--- src/rtl/vend_pkg.sv ---
// Shared definitions for the vending datapath: change amount width, coin
// values, hopper request bit positions and the change dispenser state set.
package vend_pkg;

  localparam int unsigned AMT_W = 5;

  localparam logic [AMT_W-1:0] COIN_TEN  = 5'd10;
  localparam logic [AMT_W-1:0] COIN_FIVE = 5'd5;
  localparam logic [AMT_W-1:0] COIN_ONE  = 5'd1;

  // Bit positions inside the one-hot hop_req vector.
  localparam int unsigned HOP_TEN  = 2;
  localparam int unsigned HOP_FIVE = 1;
  localparam int unsigned HOP_ONE  = 0;

  typedef enum logic [2:0] {
    ST_IDLE,
    ST_SELECT,
    ST_REQ,
    ST_WAIT_REL,
    ST_DONE,
    ST_FAULT
  } disp_state_e;

endpackage

--- src/rtl/coin_select.sv ---
// Greedy coin picker: chooses the largest coin that fits in the remaining
// amount and whose hopper still holds stock.
//   remaining  : amount still to pay
//   ten_nz/five_nz/one_nz : hopper holds at least one coin
//   sel        : one-hot hopper selection (HOP_* bit order)
//   value      : value of the selected coin, 0 when nothing fits
//   found      : a coin was selected
module coin_select
  import vend_pkg::*;
(
  input  logic [AMT_W-1:0] remaining,
  input  logic             ten_nz,
  input  logic             five_nz,
  input  logic             one_nz,
  output logic [2:0]       sel,
  output logic [AMT_W-1:0] value,
  output logic             found
);

  always_comb begin
    sel   = '0;
    value = '0;
    found = 1'b0;
    if (ten_nz && (remaining >= COIN_TEN)) begin
      sel[HOP_TEN] = 1'b1;
      value        = COIN_TEN;
      found        = 1'b1;
    end else if (five_nz && (remaining >= COIN_FIVE)) begin
      sel[HOP_FIVE] = 1'b1;
      value         = COIN_FIVE;
      found         = 1'b1;
    end else if (one_nz && (remaining >= COIN_ONE)) begin
      sel[HOP_ONE] = 1'b1;
      value        = COIN_ONE;
      found        = 1'b1;
    end
  end

endmodule

--- src/rtl/change_dispenser.sv ---
// Pays a change amount as 10/5/1 coins from three hoppers using a greedy
// choice, one coin per req/ack handshake, and tracks hopper inventories.
//   clk, reset      : clock, asynchronous active-low reset
//   change_valid/amt: one-cycle request to pay change_amt (accepted in IDLE)
//   refill          : reload all inventories (IDLE only, change_valid wins)
//   hop_ack         : hopper ejected a coin; held until hop_req drops
//   hop_req         : one-hot eject request {ten, five, one}
//   busy/done       : not idle / one-cycle payout-complete pulse
//   short_amt       : unpaid remainder of the last payout
//   fault           : sticky handshake timeout
//   cnt_ten/five/one: hopper inventories
module change_dispenser
  import vend_pkg::*;
#(
  parameter int unsigned      CNT_W       = 8,
  parameter logic [CNT_W-1:0] TEN_INIT    = 8'd20,
  parameter logic [CNT_W-1:0] FIVE_INIT   = 8'd20,
  parameter logic [CNT_W-1:0] ONE_INIT    = 8'd50,
  parameter int unsigned      ACK_TIMEOUT = 16
) (
  input  logic             clk,
  input  logic             reset,
  input  logic             change_valid,
  input  logic [AMT_W-1:0] change_amt,
  input  logic             refill,
  input  logic             hop_ack,
  output logic [2:0]       hop_req,
  output logic             busy,
  output logic             done,
  output logic [AMT_W-1:0] short_amt,
  output logic             fault,
  output logic [CNT_W-1:0] cnt_ten,
  output logic [CNT_W-1:0] cnt_five,
  output logic [CNT_W-1:0] cnt_one
);

  localparam int unsigned TMR_W = (ACK_TIMEOUT > 1) ? $clog2(ACK_TIMEOUT) : 1;
  localparam logic [TMR_W-1:0] TMR_LAST = TMR_W'(ACK_TIMEOUT - 1);

  disp_state_e      state_q, state_d;
  logic [AMT_W-1:0] rem_q, rem_d;
  logic [AMT_W-1:0] val_q, val_d;
  logic [2:0]       sel_q, sel_d;
  logic [2:0]       hop_q, hop_d;
  logic [TMR_W-1:0] timer_q, timer_d;
  logic [AMT_W-1:0] short_q, short_d;
  logic [CNT_W-1:0] ten_q, ten_d;
  logic [CNT_W-1:0] five_q, five_d;
  logic [CNT_W-1:0] one_q, one_d;

  logic [2:0]       cs_sel;
  logic [AMT_W-1:0] cs_val;
  logic             cs_found;

  coin_select u_coin_select (
    .remaining (rem_q),
    .ten_nz    (ten_q  != '0),
    .five_nz   (five_q != '0),
    .one_nz    (one_q  != '0),
    .sel       (cs_sel),
    .value     (cs_val),
    .found     (cs_found)
  );

  always_comb begin
    state_d = state_q;
    rem_d   = rem_q;
    val_d   = val_q;
    sel_d   = sel_q;
    hop_d   = '0;
    timer_d = timer_q;
    short_d = short_q;
    ten_d   = ten_q;
    five_d  = five_q;
    one_d   = one_q;

    unique case (state_q)
      ST_IDLE: begin
        if (change_valid) begin
          rem_d   = change_amt;
          short_d = '0;
          state_d = ST_SELECT;
        end else if (refill) begin
          ten_d  = TEN_INIT;
          five_d = FIVE_INIT;
          one_d  = ONE_INIT;
        end
      end
      ST_SELECT: begin
        // A zero remainder never finds a coin, so it lands here with short=0.
        if (cs_found) begin
          sel_d   = cs_sel;
          val_d   = cs_val;
          hop_d   = cs_sel;
          timer_d = '0;
          state_d = ST_REQ;
        end else begin
          short_d = rem_q;
          state_d = ST_DONE;
        end
      end
      ST_REQ: begin
        if (hop_ack) begin
          rem_d   = rem_q - val_q;
          timer_d = '0;
          state_d = ST_WAIT_REL;
          if (sel_q[HOP_TEN])  ten_d  = ten_q  - CNT_W'(1);
          if (sel_q[HOP_FIVE]) five_d = five_q - CNT_W'(1);
          if (sel_q[HOP_ONE])  one_d  = one_q  - CNT_W'(1);
        end else if (timer_q == TMR_LAST) begin
          state_d = ST_FAULT;
        end else begin
          hop_d   = sel_q;
          timer_d = timer_q + TMR_W'(1);
        end
      end
      ST_WAIT_REL: begin
        if (!hop_ack) begin
          state_d = ST_SELECT;
        end else if (timer_q == TMR_LAST) begin
          state_d = ST_FAULT;
        end else begin
          timer_d = timer_q + TMR_W'(1);
        end
      end
      ST_DONE:  state_d = ST_IDLE;
      ST_FAULT: state_d = ST_FAULT;
      default:  state_d = ST_IDLE;
    endcase
  end

  always_ff @(posedge clk or negedge reset) begin
    if (!reset) begin
      state_q <= ST_IDLE;
      rem_q   <= '0;
      val_q   <= '0;
      sel_q   <= '0;
      hop_q   <= '0;
      timer_q <= '0;
      short_q <= '0;
      ten_q   <= TEN_INIT;
      five_q  <= FIVE_INIT;
      one_q   <= ONE_INIT;
    end else begin
      state_q <= state_d;
      rem_q   <= rem_d;
      val_q   <= val_d;
      sel_q   <= sel_d;
      hop_q   <= hop_d;
      timer_q <= timer_d;
      short_q <= short_d;
      ten_q   <= ten_d;
      five_q  <= five_d;
      one_q   <= one_d;
    end
  end

  assign hop_req   = hop_q;
  assign busy      = (state_q != ST_IDLE);
  assign done      = (state_q == ST_DONE);
  assign fault     = (state_q == ST_FAULT);
  assign short_amt = short_q;
  assign cnt_ten   = ten_q;
  assign cnt_five  = five_q;
  assign cnt_one   = one_q;

endmodule

--- config.mk ---
export PLATFORM = sky130hd
export DESIGN_NAME = change_dispenser
export DESIGN_NICKNAME = d
export VERILOG_FILES = /design/src/rtl/vend_pkg.sv /design/src/rtl/coin_select.sv /design/src/rtl/change_dispenser.sv
export SDC_FILE = /design/constraint.sdc
export NUM_CORES = 1
export LEC_CHECK = 0
export ABC_AREA = 1
export CELL_PAD_IN_SITES_DETAIL_PLACEMENT = 1
export CELL_PAD_IN_SITES_GLOBAL_PLACEMENT = 1
export CORE_ASPECT_RATIO = 0.5
export CORE_UTILIZATION = 40
export CTS_CLUSTER_SIZE = 16
export DETAILED_ROUTE_END_ITERATION = 6
export DONT_BUFFER_PORTS = 1
export PLACE_DENSITY = 0.67
export SLEW_MARGIN = 25
export SYNTH_ARGS = -nofsm -noshare
export SYNTH_HDL_FRONTEND = slang
export SYNTH_SLANG_ARGS = --single-unit
--- constraint.sdc ---
create_clock -name clk -period 2.8 [get_ports clk]
set_input_delay 0.28 -clock clk [delete_from_list [all_inputs] [get_ports clk]]
set_output_delay 0.28 -clock clk [all_outputs]
set_load 0.005 [all_outputs]
After elaboration in Yosys (flattened, before gate mapping)
Index checks and enable logic that the tools add are counted.
Word-level totals
  input port bits: 10
  output and inout bits: 35
  bits in registers: 52
  logic and storage cells: 96
Cells by class
  reduce and logical (&&, ||, !) cells: 18
  add/sub/neg operators: 5
  equality and inequality tests: 16
  multiplexer cells: 44
  order comparisons: 3
Operators with widths (number)
  8-bit two-way mux: 10
  8-bit one-hot mux with 2 select lines: 3
  5-bit two-way mux: 6
  3-bit two-way mux: 8
  8-bit nonzero test: 3
  8-bit by 1-bit subtractor with 8-bit output, second input constant: 3
  2-bit != test, second input constant: 10
  5-bit one-hot mux with 2 select lines: 2
  4-bit two-way mux: 4
  3-bit one-hot mux with 5 select lines: 1
  5-bit AND reduction: 3
  4-bit one-hot mux with 3 select lines: 1
  3-bit AND reduction: 3
  1-bit two-way mux: 7
  3-bit by 2-bit == test with 1-bit output, second input constant: 2
  3-bit == test, second input constant: 2
  3-bit one-hot mux with 2 select lines: 1
  3-bit nonzero test: 2
  5-bit by 1-bit greater-or-equal comparator with 1-bit output, second input constant: 1
  5-bit by 3-bit greater-or-equal comparator with 1-bit output, second input constant: 1
  5-bit by 4-bit greater-or-equal comparator with 1-bit output, second input constant: 1
  5-bit subtractor: 1
  4-bit by 1-bit adder with 4-bit output, second input constant: 1
  4-bit == test, second input constant: 1
  other kinds (6): 9

Depth between registers and ports, before layout
  depth after elaboration: 7
  mapped depth: 12
  mapped depth without buffers: 12

Cells and area by module
A second synthesis with hierarchy kept.
Second synthesis, totals
  cells, all modules: 463
  area total of the unflattened synthesis: 3428.3 um^2
Modules (own cells, without submodules)
  change_dispenser: instances 1, area each 3284.4 um^2, seq. area each 1310.0 um^2, cells an instance 436
  coin_select: instances 1, area each 143.9 um^2, seq. area each 0.0 um^2, cells an instance 27

Least setup slack after synthesis
OpenSTA, ideal clock, no wires.
  path type: register to register
  start point: reg rem_q[0]
  end point: reg rem_q[4]
  stages on the path, launching flop included: 10
  period minus slack after synthesis: 1.582 ns
  data required time: 2.678 ns
  arrival time: 1.460 ns
  setup time: 0.122 ns
  setup slack: 1.218 ns
  path buffers: 0
  cell sequence: dfrtp_1 > inv_1 > ha_1 > fa_1 > o21ai_0 > nand2_1 > nand2_1 > nand2_1 > a21oi_1 > o21ai_1
Between the ends
  word-level cells in the longest chain between the ends: 3
Ends and longest elaborated chain
  from (decl): RTL line change_dispenser.sv:41  | logic [AMT_W-1:0] rem_q, rem_d;
  from (signal assigned): RTL line change_dispenser.sv:146  | rem_q <= rem_d;
  5-bit subtractor: RTL line change_dispenser.sv:104  | rem_d = rem_q - val_q;
  5-bit two-way mux: RTL line change_dispenser.sv:103  | if (hop_ack) begin
  5-bit one-hot mux with 2 select lines: RTL line change_dispenser.sv:77  | unique case (state_q)
No other way between the ends. The select of a mux whose other input is x is not followed.
A chain may end at the register's enable or synchronous reset.

Worst setup path after layout
  start point: reg state_q[0]
  end point: reg five_q[3] (netlist: cnt_five[3])
Between the ends
  word-level cells in the longest chain between the ends: 3
  elaborated cells on any way between the ends: 9
  those cells by class: eq/ne: 5; mux: 1; reduce/logical: 3
Ends and longest elaborated chain
  from (decl): RTL line change_dispenser.sv:40  | disp_state_e state_q, state_d;
  from (signal assigned): RTL line change_dispenser.sv:145  | state_q <= state_d;
  3-bit by 2-bit == test with 1-bit output or 3-bit zero test (tied branches): RTL line change_dispenser.sv:77
  2-bit != test (no line) or 2-bit nonzero test (tied branches)
  5-bit AND reduction (no line)
  to (signal assigned): RTL line change_dispenser.sv:153  | five_q <= five_d;
  to (decl): RTL line change_dispenser.sv:48  | logic [CNT_W-1:0] five_q, five_d;
Several ways; a longest one is shown, not always the timed one.

==> results.py <==
metrics = {
    "layout": {
        "layoutNonFillerInstCount": 486,
        "seq_area_um2": 1210,
        "syn2layout_area_growth_pct": 9.31,
        "final_core_util": 0.468,
        "final_layout_size_suffix_gt1_frac": 0.137,
        "multi_input_gate_area_in_the_final_layout_um2": 1510,
        "num-fill-cells": 869,
        "finish.net_count": 414,
        "finish.instance_area_um2": 3250,
        "antennaDiodeCount": 0,
    },
    "grt": {
        "grt_start_max_net_pins": 49,
        "grt_antenna_before_repair": 0,
        "grt_overflow_total": 0,
        "grtUsageMet3": 0.0620,
        "grt_first_pass_wirelength_um": 13000,
        "grt.total_usage": 0.218,
        "first_global_vias": 2713,
        "met1_usage": 0.270,
        "global_route.usage.met2": 0.376,
        "gr-max-usage-layer": "met2",
    },
    "setup_path": {
        "cp.required_ps": 2980,
        "cp_cell_sequence": "inv_2, nand3_2, nor2_2, inv_1, nand2_1, nor2_4, nand2_2, clkinv_1, nand2_1, nand2_1",
        "worstPathBufferInverterCount": 3,
        "critPathKind": "reg2reg",
        "crit_path_start_kind": "flop",
        "cp-end-kind": "flop",
        "worst_path_largest_cell_delay_ps": 440,
        "critical_path.top_delay_family": "simple AND/OR/NAND/NOR gates",
        "crit_path_top_delay_cell": "sky130_fd_sc_hd__dfrtp_1",
        "critical_path_peak_fanout": 14,
        "worst-endpoint-arrival_ps": 2240,
        "worst_path_most_repeated_cell": "sky130_fd_sc_hd__nand2_1",
    },
    "clocking": {
        "numCtsBuffers": 5,
        "clkLatencyLatePin_ps": 290,
        "clock_tree.root_cell": "sky130_fd_sc_hd__clkbuf_16",
        "cts-htree-levels": 2,
        "cts_tree": "built",
        "number_of_buffers_on_the_longest_clock_path": 2,
        "clock_sink_count": 48,
        "post_cts_buffers": 0,
        "hold_buffers": 2,
        "cts_resizes": 0,
        "clk_pin_slew_ps": 70,
    },
    "sta": {
        "postLayoutSetupSlackWorst_ps": 743,
        "hold_slack_ps": 155,
        "slew_viol_final": 0,
        "timing.setup.tns_ps": 0,
        "timing.slew.headroom": 0.606,
        "max_freq_mhz": 486,
        "tightest_slew_ps": 590,
        "final_critical_path_time_including_i_o_delays_and_setup_ps": 2060,
        "final-setup-viol-count": 0,
        "timing.final.crit_share": 0.734,
        "timing.clock.skew_ps": 3.64,
        "rsz0062_at_grt": "no",
        "final_hold_vios": 0,
    },
    "die": {
        "rows": 21,
        "floorplan.initialDensity": 0.428,
        "die_w_um": 124,
        "io_pins": 45,
        "floorplan.die_area_um2": 7790,
        "die_y_um": 62.9,
        "core_um2": 6940,
    },
    "synthesis": {
        "synth.top_cells.by_count": "sky130_fd_sc_hd__nand2_1, sky130_fd_sc_hd__inv_1, sky130_fd_sc_hd__dfrtp_1, sky130_fd_sc_hd__nor2_1, sky130_fd_sc_hd__nand3_1",
        "synth_area_leaders": "sky130_fd_sc_hd__dfrtp_1, sky130_fd_sc_hd__nand2_1, sky130_fd_sc_hd__dfstp_2",
        "synth.yosys.seq_area_share": 0.408,
        "ys_seq_elements": 48,
        "synth.most_common_cell": "sky130_fd_sc_hd__nand2_1",
        "synthesis.nets": 410,
        "dominantRegCellSynth": "sky130_fd_sc_hd__dfrtp_1",
        "syn_inst": 389,
        "syn_area_um2": 2970,
        "synth_enable_flop_cells": 0,
        "synth_area_leader_cell": "sky130_fd_sc_hd__dfrtp_1",
        "yosys_warnings": 0,
        "syn_avg_cell_area_um2": 7.63,
        "synthArstFlopShare": 1.00,
        "synth.lib_cells_used.distinct": 31,
        "yosys.area.top_type_share": 0.346,
    },
    "power": {
        "vdd_ir_drop_max_mv": 0.433,
        "clockPowerShare": 0.162,
        "p_leak_nw": 1.63,
        "powerDensity_nw_per_um2": 1310,
        "comb_power_share": 0.529,
        "p_int_mw": 2.15,
        "power_switching_share": 0.496,
        "total_switching_power_mw": 2.11,
        "totalPowerFinal_mw": 4.26,
        "power_frac_seq": 0.310,
    },
    "place": {
        "gpl.final_weighted_congestion": 0.787,
        "detailed_place_hpwl_um": 5660,
        "dp.cells": 476,
        "port_buffers": 0,
        "place_ws_ps": 771,
        "dpl_cell_area_um2": 3040,
    },
    "min_path": {
        "hp-class": "in2reg",
    },
    "route": {
        "routed_wire_length_per_instance_um": 15.8,
        "drtIter0Drc": 109,
        "num_vias": 2577,
        "drc": 0,
        "drt_pass1_iterations": 4,
        "routed_wl_um": 7700,
        "vias_per_inst": 5.30,
        "drt.antenna.violating_nets": 0,
    },
    "flow_run": {
        "max-cap-violations": 0,
    },
    "outcome": {
        "status": "completed",
    },
}
## logic make-up after synthesis
| kind of cell | synth area share |
|---|---|
| AO/OA/AOI/OAI | 0.117 |
| XOR/XNOR | 0.0354 |
| adder cells (fa/ha/maj) | 0.0489 |
| buffers and inverters | 0.0834 |
| flip-flops | 0.408 |
| AND/OR/NAND/NOR | 0.308 |
## flip-flops by register name (all words and copies together) (netlist names)
name,count
sel_q,2
timer_q,4
cnt_five,8
cnt_ten,8
rem_q,5
short_amt,5
hop_req,3
state_q,3
val_q,2
cnt_one,8
## cells in the final DEF, fill, tap and decap left out, drive strengths merged
cell	count
nand3	28
clkbuf	6
inv	50
clkinv	4
ha	10
o211ai	6
or2	1
nand2	115
dfrtp	41
xor2	11
xnor2	1
buf	2
o21bai	1
a21oi	6
dlygate4sd3	1
nand4	13
o21ai	41
dfstp	7
nor3	2
nand3b	1
bufinv	1
nor2	44
nor4	1
fa	1
## per-layer routing
metal / routed length (um) / vias to the layer above
met3: 310 / 7
met4: 67 / 0
met5: 0 / -
met2: 3650 / 34
met1: 3680 / 1279
li1: - / 1257
## cell type report
cell class / instances / area share
clock buffers: 6 / 0.0397
clock inverters: 2 / 0.0108
inverters: 53 / 0.0617
multi-input cells: 282 / 0.466
flip-flops and latches: 48 / 0.373
well taps: 92 / 0.0355
repair buffers: 3 / 0.0139
## power groups by stage
stage,sequential (mW),clock (mW),combinational (mW)
4_1_cts,1.32,0.708,2.28
5_1_grt,1.37,0.727,2.60
3_3_place_gp,1.32,0,2.13
3_5_place_dp,1.33,0,2.23
2_1_floorplan,1.23,0,1.82
6_report,1.32,0.690,2.25
## final timing paths
check / depth (start not counted) / end / slack, ps / start
min in group asynchronous: 2 / cnt_five[3] / 520 / reset
setup reg to reg: 10 / cnt_five[3] / 740 / state_q[0]
max in group asynchronous: 2 / cnt_one[1] / 2000 / reset
hold reg to reg: 2 / short_amt[4] / 500 / short_amt[4]
setup / recovery: 10 / cnt_five[3] / 740 / state_q[0]
hold / removal: 2 / state_q[1] / 150 / hop_ack
## worst reg2reg max path: stages, from the launching register on
cell and delay [ps]:
sky130_fd_sc_hd__dfrtp_1 440, sky130_fd_sc_hd__inv_2 130, sky130_fd_sc_hd__nand3_2 300, sky130_fd_sc_hd__nor2_2 240, sky130_fd_sc_hd__inv_1 80, sky130_fd_sc_hd__nand2_1 100, sky130_fd_sc_hd__nor2_4 60, sky130_fd_sc_hd__nand2_2 230
sky130_fd_sc_hd__clkinv_1 210, sky130_fd_sc_hd__nand2_1 110, sky130_fd_sc_hd__nand2_1 60
(Power assumes the default switching activity.)
